### src/rtl/sva_mon_pkg.sv
// Shared types for the deferred-evaluation check monitor.
// Channel modes and event kinds use the same 2-bit encoding.
package sva_mon_pkg;

    typedef enum logic [1:0] {
        MODE_OFF    = 2'b00,
        MODE_ASSERT = 2'b01,
        MODE_ASSUME = 2'b10,
        MODE_COVER  = 2'b11
    } mode_e;

    typedef enum logic [1:0] {
        KIND_NONE        = 2'b00,
        KIND_ASSERT_FAIL = 2'b01,
        KIND_ASSUME_FAIL = 2'b10,
        KIND_COVER_HIT   = 2'b11
    } kind_e;

    function automatic int unsigned idx_w(input int unsigned n);
        return (n > 1) ? $clog2(n) : 1;
    endfunction

endpackage

### src/rtl/sva_evt_fifo.sv
// Synchronous event FIFO; a push into a full FIFO is taken when
// a pop happens in the same cycle.
module sva_evt_fifo #(
    parameter int DEPTH = 8,
    parameter int W     = 8
) (
    input  logic         clk,
    input  logic         rst,
    input  logic         push,
    input  logic [W-1:0] wdata,
    input  logic         pop,
    output logic [W-1:0] rdata,
    output logic         full,
    output logic         empty
);

    localparam int AW = $clog2(DEPTH);

    logic [W-1:0] mem_q [DEPTH];
    logic [AW:0]  wr_q;
    logic [AW:0]  rd_q;
    logic         do_push;
    logic         do_pop;

    assign empty   = (wr_q == rd_q);
    assign full    = (wr_q[AW-1:0] == rd_q[AW-1:0]) && (wr_q[AW] != rd_q[AW]);
    assign do_pop  = pop && !empty;
    assign do_push = push && (!full || do_pop);
    assign rdata   = mem_q[rd_q[AW-1:0]];

    always_ff @(posedge clk) begin
        if (rst) begin
            wr_q <= '0;
            rd_q <= '0;
        end else begin
            if (do_push) wr_q <= wr_q + 1'b1;
            if (do_pop)  rd_q <= rd_q + 1'b1;
        end
    end

    always_ff @(posedge clk) begin
        if (do_push) mem_q[wr_q[AW-1:0]] <= wdata;
    end

endmodule

### src/rtl/sva_check_monitor.sv
// Multi-channel deferred checker: registers check inputs, judges them a
// cycle later, keeps counters/sticky status and streams timestamped events.
module sva_check_monitor
    import sva_mon_pkg::*;
#(
    parameter int NUM_CH     = 4,
    parameter int CNT_W      = 16,
    parameter int TS_W       = 32,
    parameter int FIFO_DEPTH = 8
) (
    input  logic                    clk,
    input  logic                    rst,
    input  logic [NUM_CH-1:0]       chk_en,
    input  logic [NUM_CH-1:0]       chk_cond,
    input  logic [2*NUM_CH-1:0]     chk_mode,
    input  logic                    clr,
    output logic                    evt_valid,
    input  logic                    evt_ready,
    output logic [idx_w(NUM_CH)-1:0] evt_chan,
    output logic [1:0]              evt_kind,
    output logic [TS_W-1:0]         evt_ts,
    output logic [NUM_CH*CNT_W-1:0] fail_cnt,
    output logic [NUM_CH*CNT_W-1:0] hit_cnt,
    output logic                    any_fail,
    output logic [CNT_W-1:0]        drop_cnt
);

    localparam int CH_W = idx_w(NUM_CH);

    typedef struct packed {
        logic [CH_W-1:0] chan;
        kind_e           kind;
        logic [TS_W-1:0] ts;
    } evt_t;

    localparam int EVT_W = $bits(evt_t);

    function automatic logic [CNT_W-1:0] sat_inc(input logic [CNT_W-1:0] v);
        return (&v) ? v : v + 1'b1;
    endfunction

    logic [NUM_CH-1:0]   en_q, cond_q;
    logic [2*NUM_CH-1:0] mode_q;
    logic                clr_q;
    logic [TS_W-1:0]     ts_q, s0_ts_q;

    logic [NUM_CH-1:0][CNT_W-1:0] fail_q, fail_d, hit_q, hit_d;
    logic [NUM_CH-1:0]            armed_q, armed_d;
    logic                         any_q, any_d;
    logic [CNT_W-1:0]             drop_q, drop_d;

    logic [NUM_CH-1:0]            sfull_q, sfull_d;
    logic [NUM_CH-1:0][1:0]       skind_q, skind_d;
    logic [NUM_CH-1:0][TS_W-1:0]  sts_q, sts_d;

    logic            grant_found;
    logic [CH_W-1:0] grant_idx;
    logic            push, pop;
    logic            fifo_full, fifo_empty;
    evt_t            push_evt, head_evt;
    logic [EVT_W-1:0] fifo_rdata;
    mode_e           m;
    logic            is_fail, is_hit, raise;

    // Stage S0: capture everything judged in the following cycle
    always_ff @(posedge clk) begin
        if (rst) begin
            en_q    <= '0;
            cond_q  <= '0;
            mode_q  <= '0;
            clr_q   <= 1'b0;
            ts_q    <= '0;
            s0_ts_q <= '0;
        end else begin
            en_q    <= chk_en;
            cond_q  <= chk_cond;
            mode_q  <= chk_mode;
            clr_q   <= clr;
            ts_q    <= ts_q + 1'b1;
            s0_ts_q <= ts_q;
        end
    end

    always_comb begin
        fail_d      = fail_q;
        hit_d       = hit_q;
        armed_d     = armed_q;
        any_d       = any_q;
        drop_d      = drop_q;
        sfull_d     = sfull_q;
        skind_d     = skind_q;
        sts_d       = sts_q;
        grant_found = 1'b0;
        grant_idx   = '0;
        m           = MODE_OFF;
        is_fail     = 1'b0;
        is_hit      = 1'b0;
        raise       = 1'b0;

        for (int i = 0; i < NUM_CH; i++) begin
            if (sfull_q[i] && !grant_found) begin
                grant_found = 1'b1;
                grant_idx   = CH_W'(i);
            end
        end
        push = grant_found && (!fifo_full || pop);
        if (push) sfull_d[grant_idx] = 1'b0;

        if (clr_q) begin
            fail_d  = '0;
            hit_d   = '0;
            armed_d = '1;
            any_d   = 1'b0;
            drop_d  = '0;
        end

        for (int i = 0; i < NUM_CH; i++) begin
            m       = mode_e'(mode_q[2*i +: 2]);
            is_fail = en_q[i] && !cond_q[i] &&
                      (m == MODE_ASSERT || m == MODE_ASSUME);
            is_hit  = en_q[i] && cond_q[i] && (m == MODE_COVER);
            raise   = 1'b0;
            if (is_fail) begin
                fail_d[i] = sat_inc(fail_d[i]);
                any_d     = 1'b1;
                raise     = 1'b1;
            end
            if (is_hit) begin
                hit_d[i]   = sat_inc(hit_d[i]);
                raise      = armed_d[i];
                armed_d[i] = 1'b0;
            end
            // A slot freed by the arbiter this cycle can take a new event
            if (raise) begin
                if (sfull_d[i]) begin
                    drop_d = sat_inc(drop_d);
                end else begin
                    sfull_d[i] = 1'b1;
                    skind_d[i] = m;
                    sts_d[i]   = s0_ts_q;
                end
            end
        end
    end

    always_ff @(posedge clk) begin
        if (rst) begin
            fail_q  <= '0;
            hit_q   <= '0;
            armed_q <= '1;
            any_q   <= 1'b0;
            drop_q  <= '0;
            sfull_q <= '0;
            skind_q <= '0;
            sts_q   <= '0;
        end else begin
            fail_q  <= fail_d;
            hit_q   <= hit_d;
            armed_q <= armed_d;
            any_q   <= any_d;
            drop_q  <= drop_d;
            sfull_q <= sfull_d;
            skind_q <= skind_d;
            sts_q   <= sts_d;
        end
    end

    assign push_evt.chan = grant_idx;
    assign push_evt.kind = kind_e'(skind_q[grant_idx]);
    assign push_evt.ts   = sts_q[grant_idx];

    sva_evt_fifo #(
        .DEPTH (FIFO_DEPTH),
        .W     (EVT_W)
    ) u_fifo (
        .clk   (clk),
        .rst   (rst),
        .push  (push),
        .wdata (push_evt),
        .pop   (pop),
        .rdata (fifo_rdata),
        .full  (fifo_full),
        .empty (fifo_empty)
    );

    assign head_evt  = evt_t'(fifo_rdata);
    assign evt_valid = !fifo_empty;
    assign pop       = evt_valid && evt_ready;
    assign evt_chan  = evt_valid ? head_evt.chan : '0;
    assign evt_kind  = evt_valid ? head_evt.kind : 2'b00;
    assign evt_ts    = evt_valid ? head_evt.ts : '0;
    assign fail_cnt  = fail_q;
    assign hit_cnt   = hit_q;
    assign any_fail  = any_q;
    assign drop_cnt  = drop_q;

endmodule

### config.mk
export PLATFORM = sky130hd
export DESIGN_NAME = sva_check_monitor
export DESIGN_NICKNAME = d
export VERILOG_FILES = /design/src/rtl/sva_mon_pkg.sv /design/src/rtl/sva_evt_fifo.sv /design/src/rtl/sva_check_monitor.sv
export SDC_FILE = /design/constraint.sdc
export NUM_CORES = 1
export LEC_CHECK = 0
export BUFFER_PORTS_ARGS = -buffer_cell sky130_fd_sc_hd__buf_2
export CAP_MARGIN = 20
export CORE_MARGIN = 2
export CORE_UTILIZATION = 34
export DETAILED_ROUTE_END_ITERATION = 7
export HOLD_SLACK_MARGIN = 0.1
export MAX_ROUTING_LAYER = met4
export PLACE_DENSITY_LB_ADDON = 0.2
export SLEW_MARGIN = 0
export SYNTH_ARGS = -nofsm -noshare
export SYNTH_HDL_FRONTEND = slang
export SYNTH_SLANG_ARGS = --single-unit
### constraint.sdc
create_clock -name clk -period 15.9 [get_ports clk]
set_input_delay 3.18 -clock clk [delete_from_list [all_inputs] [get_ports clk]]
set_output_delay 3.18 -clock clk [all_outputs]
set_load 0.03 [all_outputs]
Word-level counts from Yosys, hierarchy flattened --
Memory sizes are Yosys's and may differ from the RTL's. A register that Yosys moved wholly into a read port is not among the register bits. Index checks and enable logic that the tools add are counted.
Operators by class: $add $sub $neg 15, magnitude comparators 2, equal/unequal tests 15, muxes and demuxes 74, bitwise operators 6, reductions and logical operators 57
Operators with widths (number):
- 16-bit 2-to-1 mux | 29
- 16-bit by 1-bit adder with 16-bit output, second input constant | 12
- 16-bit AND reduction | 12
- 64-bit 2-to-1 mux | 2
- 32-bit binary-select mux with 2-bit select | 1
- 32-bit 2-to-1 mux | 2
- 32-bit by 1-bit adder with 32-bit output, second input constant | 1
- 1-bit 2-to-1 mux | 29
- 1-bit logical AND | 25
- 2-bit == test, second input constant | 8
- 2-bit 2-to-1 mux | 5
- 1-bit logical NOT | 9
- 4-bit by 1-bit adder with 4-bit output, second input constant | 2
- 2-bit by 1-bit == test with 1-bit output, second input constant | 4
- 4-bit 2-to-1 mux | 2
- 2-bit AND reduction | 4
- 1-bit logical OR | 6
- 3-bit 2-to-1 mux | 2
- 5-bit nonzero test | 1
- 4-bit bitwise AND | 1
- 2-bit binary-select mux with 2-bit select | 1
- 4-bit == test | 1
- 1-bit inverter | 4
- 4-bit inverter | 1
- 5 further kinds | 5
Word-level totals: flip-flop bits (word level) 378, memory bits (writable) 288, input bits 20, output and inout port bits 182, memories kept 1
Memory list:
- u_fifo.mem_q | depth 8, width 36, read ports 1, clocked after Yosys merged registers in 1, write ports 1, RTL line sva_evt_fifo.sv:19 | logic [W-1:0] mem_q [DEPTH];

Longest topological paths before layout --
word-level depth 31, mapped depth 34

Modules after synthesis --
A second synthesis with hierarchy kept.
Unflattened totals: cells, all modules 2650, area total of the unflattened synthesis 29409.5 um2
Modules (own cells, without submodules):
- sva_check_monitor | times used 1, cells each 2163, area an instance 17984.7 um2, seq. area each 7407.1 um2
- sva_evt_fifo | times used 1, cells each 487, area an instance 11424.7 um2, seq. area each 8868.5 um2

Worst setup path before layout --
OpenSTA, ideal clock, no wires.
path kind input to register, start point input evt_ready, end point register drop_q[14], in the netlist drop_cnt[14], library setup time 0.091 ns, arrival 8.294 ns, data required time 15.809 ns, setup slack 7.516 ns, stages 23, path through clkbuf_1 > nor3b_4 > nand3_4 > or4_4 > a21o_1 > or4_4 > o21ai_0 > xor2_1 > inv_1 > ha_1 > inv_1 > nor4_1 > a21o_1 > nand2_1 > a2111oi_4 > a21oi_2 > xnor2_1 > ha_1 > and4_1 > buf_2 > and3_1 > a21oi_1 > a311oi_1
On the way: cells in the longest elaborated chain, start to end 18
RTL lines:
- start, declared | RTL line sva_check_monitor.sv:18 | input logic evt_ready,
- 1-bit logical AND * | RTL line sva_check_monitor.sv:188 | assign pop = evt_valid && evt_ready;
- 1-bit logical OR * | RTL line sva_check_monitor.sv:106 | push = grant_found && (!fifo_full || pop);
- 1-bit logical AND * | RTL line sva_check_monitor.sv:106
- 4-bit 2-to-1 mux * | RTL line sva_check_monitor.sv:107 | if (push) sfull_d[grant_idx] = 1'b0;
- 16-bit 2-to-1 mux | RTL line sva_check_monitor.sv:135 | if (sfull_d[i]) begin
- 16-bit 2-to-1 mux | RTL line sva_check_monitor.sv:134 | if (raise) begin
- 16-bit by 1-bit adder with 16-bit output / 16-bit AND reduction (equally long branches) | RTL line sva_check_monitor.sv:39 | return (&v) ? v : v + 1'b1;
- 16-bit 2-to-1 mux | RTL line sva_check_monitor.sv:39
- (+2 left out)
- 16-bit by 1-bit adder with 16-bit output / 16-bit AND reduction (equally long branches) | RTL line sva_check_monitor.sv:39
- 16-bit 2-to-1 mux | RTL line sva_check_monitor.sv:39
- 16-bit 2-to-1 mux | RTL line sva_check_monitor.sv:135
- 16-bit 2-to-1 mux | RTL line sva_check_monitor.sv:134
- 16-bit by 1-bit adder with 16-bit output / 16-bit AND reduction (equally long branches) | RTL line sva_check_monitor.sv:39
- 16-bit 2-to-1 mux | RTL line sva_check_monitor.sv:39
- 16-bit 2-to-1 mux | RTL line sva_check_monitor.sv:135
- 16-bit 2-to-1 mux * | RTL line sva_check_monitor.sv:134
- end signal, assigned | RTL line sva_check_monitor.sv:161 | drop_q <= drop_d;
- end, declared | RTL line sva_check_monitor.sv:50 | logic [CNT_W-1:0] drop_q, drop_d;
Mark *: on every way between the ends. The rest lies on a longest branch, timed or not. A chain may end at the register's enable or synchronous reset.

Worst setup path in the final report --
Ends and elaborated chain as after synthesis.

==> metrics.md <==
| Metric | Value |
|---|---|
| RSZ-0062 raised after global routing | false |
| Most common cell on crit path | nand2_1 |
| Distinct cells, synth | 91 |
| Die width | approximately 300 um |
| DRC | 0 |
| Row count | ~110 |
| Peak supply drop | 0.0000846 V |
| DRT Pass-1 Iters | 7 |
| Reg2reg setup slack | 7.98 ns |
| Chip height | a little under 300 um |
| Leakage | between 10 and 15 nW |
| First-pass GRT wire length | between 100 and 150 mm |
| Crit path DAT | ~9.5 ns |
| Crit Path Category | in2reg |
| Post-route cell area | 33,900 um^2 |
| CTS tree | built |
| Worst hold path class | reg2reg |
| Synthesis-stage register bit count | between 600 and 700 |
| Crit end category | flip-flop |
| GR Util All Layers | 0.183 |
| Combinational share of power | 0.069 |
| Hold bufs inserted after CTS | 0 |
| Max_cap viols | 0 |
| Mean Syn Cell Area | 11.0 um^2 |
| Clock share of power | 0.458 |
| Worst-Skew Late Latency | about 0.64 ns |
| Initial antenna violation count | 7 |
| Status | completed |
| Cell area power density | ~110 nW/um^2 |
| Reg2reg path depth | 27 |
| Number of filler cells placed in the layout | 8,126 |
| Sequential power share | 0.474 |
| Die area | 88,000 um^2 |
| Endpoint, Worst Hold | skind_q[2]$_SDFFE_PP0P_ |
| Crit-path max cell delay | about 0.54 ns |
| Share of layout cells above drive strength 1 | 0.179 |
| Post-cts sizing count | 0 |
| Top_reg_cell synth | dfxtp_1 |
| Sw Share | 0.244 |
| Root Buffer | clkbuf_16 |
| Worst reg2reg startpoint | clr_q$_SDFF_PP0_ |
| DP HPWL | between 50 and 60 mm |
| Cells after Synth | 2,649 |
| Mapped cell area | roughly 29,000 um^2 |
| Largest area contributor in the netlist | edfxtp_1 |
| Finish-stage setup viols | 0 |
| Number of global-route vias before repair | around 21,000 |
| Worst hold path cell count | 2 |
| Fin crit share | 0.562 |
| CP max-delay cell | a211oi_4 |
| IO Count | ~200 |
| Largest net degree at the start of global routing | about 200 |
| Max_slew headroom | 0.242 |
| Synth-to-Final Area Change | 16.4% |
| Area of the multi-input gates | approximately 12,000 um^2 |
| WL/cell | a little under 20 um |
| Reg-to-reg endpoint | drop_cnt[14]$_SDFF_PP0_ |
| Setup tns final | 0 ns |
| Critical Path Source Type | input pin |
| Reg clk slew, reported paths | ~0.060 ns |
| WP data required | 16.41 ns |
| Setup Fix Bufs, Post-CTS | 0 |
| Grt total ovfl | 0 |
| Max Clk Rate | around 110 MHz |
| Int Pwr | just under 0.003 W |
| Synth area leaders | edfxtp_1 30%, dfxtp_1 26%, mux4_2 8.2% |
| Placed cell areas | 31,300 um^2 |
| Async SR Flop Fraction | 0 |
| Switch Pwr | between 0.0009 and 0.001 W |
| Power Total | between 0.003 and 0.004 W |
| Routed Wire Length | approximately 79 mm |
| Register area share after synthesis | 0.559 |
| Crit path max-delay family | compound AO/OA/AOI/OAI gates |
| Fin. Hold Viols | 0 |
| PortBufs | 201 |
| Commonest non-fill, non-tap cells in the layout | 409 x nand2_1, 377 x dfxtp_1, 288 x edfxtp_1, 244 x nor2_1, 200 x buf_2 |
| Nets | about 2,900 |
| CTS buffer count | 75 |
| Sink Count | 669 |
| CTS Buffer Depth | 3 |
| Vias per cell | 5.14 |
| Slew Limit Fails | 0 |
| Post-Syn Nets | approximately 2,700 |
| Worst slew pin tran | 1.14 ns |
| Hold Crit Start | mode_q[2]$_SDFF_PP0_ |
| Starting Density | 0.342 |
| Crit path buffers/inverters | 3 |
| GPL Wtd Cong | 0.863 |
| Reg area | roughly 16,000 um^2 |
| Detailed-route via count | about 21,000 |
| H-tree level count | 3 |
| YS warnings | 0 |
| Worst Skew | slightly below 0.05 ns |
| Yosys top cell area share | 0.297 |
| Min Tclk post-route | around 8.9 ns |
| Most common cell after layout, fill and taps aside | nand2_1 |
| ANT nets after route | 0 |
| CP Max Fanout | 10 |
| Post-synth EDFFs | 288 |
| DRT iter0 DRCs | 1,410 |
| Core outline area | roughly 85,000 um^2 |
[worst reg2reg max path, cell delays in order, from the launching register on]
cell and delay, ns:
dfxtp_2 0.31, buf_4 0.43, buf_4 0.60, o211ai_2 0.25, a2111o_1 0.57, a211oi_4 0.54, mux2_2 0.28, ha_1 0.23
a21boi_0 0.40, nand3_1 0.21, o21ai_0 0.38, xor2_1 0.22, inv_1 0.09, ha_1 0.19, inv_1 0.08, nor4_1 0.35
a21o_1 0.27, nand2_1 0.11, a2111oi_4 0.46, nand2_2 0.25, nand2_1 0.22, nand2_1 0.07, nand2_1 0.09, ha_1 0.24
and4_1 0.37, and3_1 0.27, a21oi_1 0.09, a311oi_1 0.23
[power groups by stage]
stage | Sequential (W) | Combinational, W | Clock [W]
floorplan | 0.00184 | 0.000200 | 0
global placement | 0.00185 | 0.000270 | 0
detailed placement | 0.00185 | 0.000272 | 0
CTS | 0.00182 | 0.000272 | 0.00181
global route | 0.00182 | 0.000285 | 0.00189
finish | 0.00182 | 0.000263 | 0.00175
[routing by layer]
layer,GRT usage,share of wire,wire [um],vias to the layer above
met1,0.228,0.43,34300,10168
met3,0.0465,0.074,5840,136
met4,0.0563,0.024,1910,0
met2,0.294,0.47,37000,607
li1,-,-,-,9821
met5,-,0,0,-
[flip-flops by register name (all words and copies together) (netlist names), 16 cells and up, named ones only]
| signal | count |
|---|---|
| hit_cnt | 64 |
| u_fifo.mem_q | 288 |
| drop_cnt | 16 |
| s0_ts_q | 32 |
| ts_q | 32 |
| fail_cnt | 64 |
| sts_q | 128 |
[Yosys cell counts, types with 4 or more instances]
library cell / number
a211o_1: 7
a211oi_1: 12
a21boi_0: 6
a21o_1: 4
a21oi_1: 196
a311oi_1: 4
a31oi_1: 9
a41oi_1: 5
and2_1: 26
and3_1: 38
and3b_1: 4
and4_1: 11
buf_1: 14
buf_2: 6
clkbuf_1: 110
dfxtp_1: 381
edfxtp_1: 288
ha_1: 19
inv_1: 22
mux2_2: 6
mux2i_1: 49
mux4_2: 106
nand2_1: 411
nand2b_1: 18
nand3_1: 96
nand4_1: 35
nor2_1: 247
nor2b_1: 103
nor3_1: 32
nor3b_1: 12
nor4_1: 14
nor4_2: 5
o211ai_1: 10
o21a_1: 6
o21ai_0: 47
o21ai_1: 7
o31a_1: 5
or2_2: 9
or3_1: 33
or4_1: 4
xnor2_1: 72
xor2_1: 93
[through the flow]
| step | utilization | hold WS [ns] | std cells | setup slack [ns] |
|---|---|---|---|---|
| final | 0.399 | 0.437 | 4031 | 6.97 |
| after global routing | 0.399 | 0.465 | 4031 | 6.48 |
| after CTS | 0.399 | 0.438 | 4025 | 7.13 |
| after detailed placement | 0.369 | 0.444 | 3886 | 6.49 |
| after global placement | 0.369 | 0.438 | 3886 | 6.54 |
| after floorplan | - | 0.421 | 2649 | 7.52 |
[area by class of cell]
| cell class | count | share of cell area |
|---|---|---|
| Timing Repair Buffer | 226 | 0.0359 |
| Multi-Input combinational cell | 1825 | 0.363 |
| Clock inverter | 46 | 0.0171 |
| Inverter | 22 | 0.00244 |
| Clock buffer | 93 | 0.0582 |
| Tap cell | 1144 | 0.0422 |
| Antenna cell | 6 | 0.000443 |
| Sequential cell | 669 | 0.480 |
[cells by family (layout without fill, tap and decap cells)]
logic type | Yosys count | after routing | synth area share
other cells | 0 | 6 | 0
flops | 669 | 669 | 0.559
buf+inv | 155 | 387 | 0.0206
fa+ha+maj | 19 | 19 | 0.00817
simple gates | 1122 | 1122 | 0.186
compound gates | 357 | 357 | 0.0751
xor+xnor | 166 | 166 | 0.0504
mux | 161 | 161 | 0.101
[how the worst max path moves through the flow]
| stage | depth (start not counted) | endpoint | from | slack [ns] |
|---|---|---|---|---|
| 6_report | 25 | drop_cnt[14]$_SDFF_PP0_ | evt_ready | 6.97 |
| 5_1_grt | 25 | drop_cnt[14]$_SDFF_PP0_ | evt_ready | 6.48 |
| 4_1_cts | 25 | drop_cnt[14]$_SDFF_PP0_ | evt_ready | 7.13 |
| 3_5_place_dp | 25 | drop_cnt[14]$_SDFF_PP0_ | evt_ready | 6.49 |
| 3_3_place_gp | 25 | drop_cnt[14]$_SDFF_PP0_ | evt_ready | 6.54 |
| 2_1_floorplan | 23 | drop_cnt[14]$_SDFF_PP0_ | evt_ready | 7.52 |
Note: power is estimated with default switching activity, not from simulation.
